==> config.mk <==
export PLATFORM = sky130hd
export DESIGN_NAME = blur_scheduler
export DESIGN_NICKNAME = d
export VERILOG_FILES = /design/src/rtl/blur_scheduler.sv
export SDC_FILE = /design/constraint.sdc
export NUM_CORES = 1
export LEC_CHECK = 0
export ABC_AREA = 1
export BUFFER_PORTS_ARGS = -buffer_cell sky130_fd_sc_hd__buf_2
export CAP_MARGIN = 20
export CORE_MARGIN = 5
export CORE_UTILIZATION = 56
export DETAILED_ROUTE_END_ITERATION = 10
export HOLD_SLACK_MARGIN = 0.06
export MAX_ROUTING_LAYER = met4
export PLACE_DENSITY = 0.72
export SLEW_MARGIN = 20
export SYNTH_ARGS = -nofsm -noshare
export SYNTH_HDL_FRONTEND = slang
export SYNTH_SLANG_ARGS = --single-unit
==> constraint.sdc <==
create_clock -name clk_in -period 2.7 [get_ports clk_in]
set_clock_uncertainty 0.15 [all_clocks]
set_input_delay 0.135 -clock clk_in [delete_from_list [all_inputs] [get_ports clk_in]]
set_output_delay 0.135 -clock clk_in [all_outputs]
set_load 0.01 [all_outputs]
==> src/rtl/blur_scheduler.sv <==
// Scale-space pass sequencer: walks NUM_OCTAVES octaves of NUM_LEVELS blurred images,
// handshaking with the blur engine and downsampler and steering buffer selects.
module blur_scheduler #(
    parameter int NUM_LEVELS     = 5,
    parameter int NUM_OCTAVES    = 3,
    parameter int DS_SRC_LEVEL   = 2,
    parameter int TIMEOUT_CYCLES = 65536
) (
    input  logic                           clk_in,
    input  logic                           rst_n_in,
    input  logic                           start_in,
    input  logic                           abort_in,
    output logic                           blur_start_out,
    input  logic                           blur_done_in,
    output logic                           ds_start_out,
    input  logic                           ds_done_in,
    output logic [$clog2(NUM_LEVELS)-1:0]  src_level_out,
    output logic [$clog2(NUM_LEVELS)-1:0]  dst_level_out,
    output logic [$clog2(NUM_OCTAVES)-1:0] octave_out,
    output logic                           busy_out,
    output logic                           done_out,
    output logic                           error_out
);

    localparam int LW = $clog2(NUM_LEVELS);
    localparam int OW = $clog2(NUM_OCTAVES);
    localparam int TW = (TIMEOUT_CYCLES > 2) ? $clog2(TIMEOUT_CYCLES) : 1;

    localparam logic [LW-1:0] LAST_LEVEL   = LW'(NUM_LEVELS - 1);
    localparam logic [LW-1:0] DS_SRC       = LW'(DS_SRC_LEVEL);
    localparam logic [OW-1:0] LAST_OCTAVE  = OW'(NUM_OCTAVES - 1);
    localparam logic [TW-1:0] TIMER_LIMIT  = TW'(TIMEOUT_CYCLES - 1);

    typedef enum logic [2:0] {
        IDLE,
        BLUR_START,
        BLUR_WAIT,
        DS_START,
        DS_WAIT
    } state_t;

    state_t        state;
    logic [TW-1:0] timer;

    // Pulses default low every cycle; abort outranks done pulses and the timeout,
    // and selects/octave simply hold whenever we drop back to IDLE.
    always_ff @(posedge clk_in or negedge rst_n_in) begin
        if (!rst_n_in) begin
            state          <= IDLE;
            timer          <= '0;
            blur_start_out <= 1'b0;
            ds_start_out   <= 1'b0;
            src_level_out  <= '0;
            dst_level_out  <= '0;
            octave_out     <= '0;
            busy_out       <= 1'b0;
            done_out       <= 1'b0;
            error_out      <= 1'b0;
        end else begin
            blur_start_out <= 1'b0;
            ds_start_out   <= 1'b0;
            done_out       <= 1'b0;
            error_out      <= 1'b0;

            case (state)
                IDLE: begin
                    if (start_in && !abort_in) begin
                        state          <= BLUR_START;
                        blur_start_out <= 1'b1;
                        octave_out     <= '0;
                        src_level_out  <= '0;
                        dst_level_out  <= LW'(1);
                        busy_out       <= 1'b1;
                    end
                end

                BLUR_START: begin
                    if (abort_in) begin
                        state    <= IDLE;
                        busy_out <= 1'b0;
                    end else begin
                        state <= BLUR_WAIT;
                        timer <= '0;
                    end
                end

                BLUR_WAIT: begin
                    if (abort_in) begin
                        state    <= IDLE;
                        busy_out <= 1'b0;
                    end else if (blur_done_in) begin
                        if (dst_level_out != LAST_LEVEL) begin
                            state          <= BLUR_START;
                            blur_start_out <= 1'b1;
                            src_level_out  <= dst_level_out;
                            dst_level_out  <= dst_level_out + LW'(1);
                        end else if (octave_out != LAST_OCTAVE) begin
                            state         <= DS_START;
                            ds_start_out  <= 1'b1;
                            src_level_out <= DS_SRC;
                            dst_level_out <= '0;
                        end else begin
                            state    <= IDLE;
                            done_out <= 1'b1;
                            busy_out <= 1'b0;
                        end
                    end else if (timer == TIMER_LIMIT) begin
                        state     <= IDLE;
                        error_out <= 1'b1;
                        busy_out  <= 1'b0;
                    end else begin
                        timer <= timer + TW'(1);
                    end
                end

                DS_START: begin
                    if (abort_in) begin
                        state    <= IDLE;
                        busy_out <= 1'b0;
                    end else begin
                        state <= DS_WAIT;
                        timer <= '0;
                    end
                end

                DS_WAIT: begin
                    if (abort_in) begin
                        state    <= IDLE;
                        busy_out <= 1'b0;
                    end else if (ds_done_in) begin
                        state          <= BLUR_START;
                        blur_start_out <= 1'b1;
                        octave_out     <= octave_out + OW'(1);
                        src_level_out  <= '0;
                        dst_level_out  <= LW'(1);
                    end else if (timer == TIMER_LIMIT) begin
                        state     <= IDLE;
                        error_out <= 1'b1;
                        busy_out  <= 1'b0;
                    end else begin
                        timer <= timer + TW'(1);
                    end
                end

                default: begin
                    state    <= IDLE;
                    busy_out <= 1'b0;
                end
            endcase
        end
    end

endmodule

==> impl_metrics.ini <==
[cts]
clock_latency_ns = 0.34
clkTransAtPathRegs_ns = 0.10
numCtsBuffers = 5
clockBufferDepth = 2
numClockSinks = 32
cts-htree-levels = 2
cts_tree = done
cts-root-buf = clkbuf_4
ctsResizeCount = 0

[run_status]
status = finished clean

[cells_and_area]
antenna_cells = 0
drive_above_1_share_pct = 9.73
areaGrowthSynthToFinish_pct = 12.6
nNetsFinal = 338

[sta]
final_hold_viol_count = 0
worstMarginPinSlew_ns = 0.728
tns_ns = 0
grt_setup_unrepaired = false
fin_crit_ns = 2.12
slew_violations = 0
finalSetupViolCount = 0
fmax_ghz = 0.472
max_slew_margin_pct = 51.5
min_period_over_period_pct = 78.5

[critical_path]
critPathSlowestCell = dlygate4sd3_1
path_cells = inv_1 > nand3_1 > nor3_1 > nand2_1 > o311ai_0 > dlygate4sd3_1
path_max_fanout = 6
required_ns = 2.83
critical_path_class = flip-flop to flip-flop
cp_slowest_stage_delay_ns = 0.59
start_kind = flip-flop
arrival_ns = 2.25
critPathTopFamily = buffers and inverters
cp-end-kind = flip-flop
crit_buf_inv = 2

[global_route]
grt_pass1_vias = 1656
grtUsageTotal_pct = 19.8
antenna_found_initial = 0
grt_max_degree = 33
grt_overflow = 0
grt_pass1_wl_mm = 7.70

[place]
gp_congestion = 0.875
dpl.hpwl_mm = 3.25
portBuffers = 18

[routing]
wirelength_mm = 4.51
first_pass_iters = 4
viasPerCell = 5.14
wl_per_cell_um = 12.0
drt-initial-drc-count = 173
drc = 0
vias = 1927
ant_nets = 0

[synthesis]
ys_types = 26
yosys_warnings = 0
synth_top_area_share_pct = 39.8
syn_nets = 309
ys_ff_latch = 32
synth_area_per_cell_um2 = 6.73
synth_seq_area_share_pct = 39.8
synth_area_um2 = 2010
synth_cells = 299
yosysTopAreaCell = dfrtp_1
synth_top_cells_by_area = dfrtp_1 (40%), nand2_1 (23%), nor2_1 (6.9%), inv_1 (5.8%), nand3_1 (5.7%)

[flow_run]
cap_viol_max_count = 0

[floorplan]
die_h_um = 70.0
die-area_um2 = 4890
core_area_um2 = 3420
rows = 21
ios = 19
start_util_pct = 58.9
fp.dieW_um = 70.0

[pwr]
irDropWorstVdd_uv = 408
finalPower_w = 0.00153
cellLeakagePower_nw = 1.15
power_density_nw_per_um2 = 674

[hold_path]
hold_path.class = primary input to asynchronous set/reset pin
==> metrics by stage <==
stage | hold WS [ns] | worst slack [ns] | std cells | util, % | instance area [um2]
global placement | 0.0801 | 0.738 | 361 | 62.9 | 2150
CTS | 0.255 | 0.629 | 375 | 66.4 | 2270
detailed placement | 0.0805 | 0.703 | 361 | 62.9 | 2150
finish | 0.229 | 0.582 | 375 | 66.4 | 2270
floorplan | -0.311 | 0.905 | 299 | - | 2010
global route | 0.304 | 0.443 | 375 | 66.4 | 2270
==> placed cells by master, fill, tap and decap left out, types with 4 or more instances in the layout <==
cell	instances
a21oi_1	6
o21bai_1	5
nand2_1	121
inv_1	31
buf_2	18
dfrtp_1	32
nand4_1	5
ha_1	4
o21ai_0	14
nand3_1	23
clkbuf_4	5
dlygate4sd3_1	6
nor2_1	37
==> cell families (layout without fill, tap and decap cells) <==
family                   after synthesis  count (layout)  synth area share, %
AO/OA/AOI/OAI                         29              29                 8.76
XOR/XNOR                               2               2                0.870
adder cells (fa/ha/maj)                4               4                 2.49
buffers and inverters                 35              65                 6.96
flip-flops                            32              32                 39.8
AND/OR/NAND/NOR                      197             197                 41.1
==> flip-flops by register name, indices dropped and copies added (netlist names), 2 cells and up <==
register       flops
state              3
timer             16
dst_level_out      3
octave_out         2
src_level_out      3
==> cells in the mapped netlist (all sizes together) <==
master  number
o311ai       1
buf          2
nand3       23
ha           4
nand2      124
o21bai       5
a21oi        6
nor3b        1
nor3         3
inv         32
o21ai       15
nor2        39
nand3b       2
xor2         1
nand4        5
o31ai        1
a31oi        1
xnor2        1
clkbuf       1
dfrtp       32
==> what timing repair did <==
| item | in CTS | in global routing |
|---|---|---|
| setup buffers | 0 | 0 |
| endpoints found under the hold margin | 39 | 0 |
| hold buffers | 6 | 0 |
==> layer usage <==
layer	share of wire [%]	routed length (um)	global-route usage, %	vias up
li1	-	-	-	1009
met5	0	0	-	-
met1	48	2180	27.7	863
met3	7.1	320	5.02	7
met4	0.93	42	4.89	0
met2	44	1970	28.8	48
==> report_power, final <==
| part | internal (W) | switching, W | total [W] |
|---|---|---|---|
| clock | 0.000128 | 0.000165 | 0.000293 |
| sequential | 0.000547 | 0.0000804 | 0.000627 |
| combinational | 0.000182 | 0.000424 | 0.000607 |
==> layout make-up <==
class                      count  area, um2
sequential                    32        801
fill                         305       1150
timing repair buffer          25        158
tap                           46       57.6
clock buffer                   8       58.8
multi-input combinational    232       1070
inverter                      32        120
==> path summary, 6_finish.rpt <==
| check | start | endpoint | slack, ns | cells past startpoint |
|---|---|---|---|---|
| hold / removal | rst_n_in | done_out$_DFF_PN0_ | 0.23 | 2 |
| max in group asynchronous | rst_n_in | timer[12]$_DFFE_PN0P_ | 1.70 | 2 |
| min in group clk_in | src_level_out[1]$_DFFE_PN0P_ | src_level_out[1]$_DFFE_PN0P_ | 0.34 | 2 |
| setup / recovery | state[2]$_DFFE_PN0N_ | blur_start_out$_DFF_PN0_ | 0.58 | 6 |
| hold reg to reg | src_level_out[1]$_DFFE_PN0P_ | src_level_out[1]$_DFFE_PN0P_ | 0.34 | 2 |
| setup reg to reg | state[2]$_DFFE_PN0N_ | blur_start_out$_DFF_PN0_ | 0.58 | 6 |
Note: power is estimated with default switching activity, not from simulation.
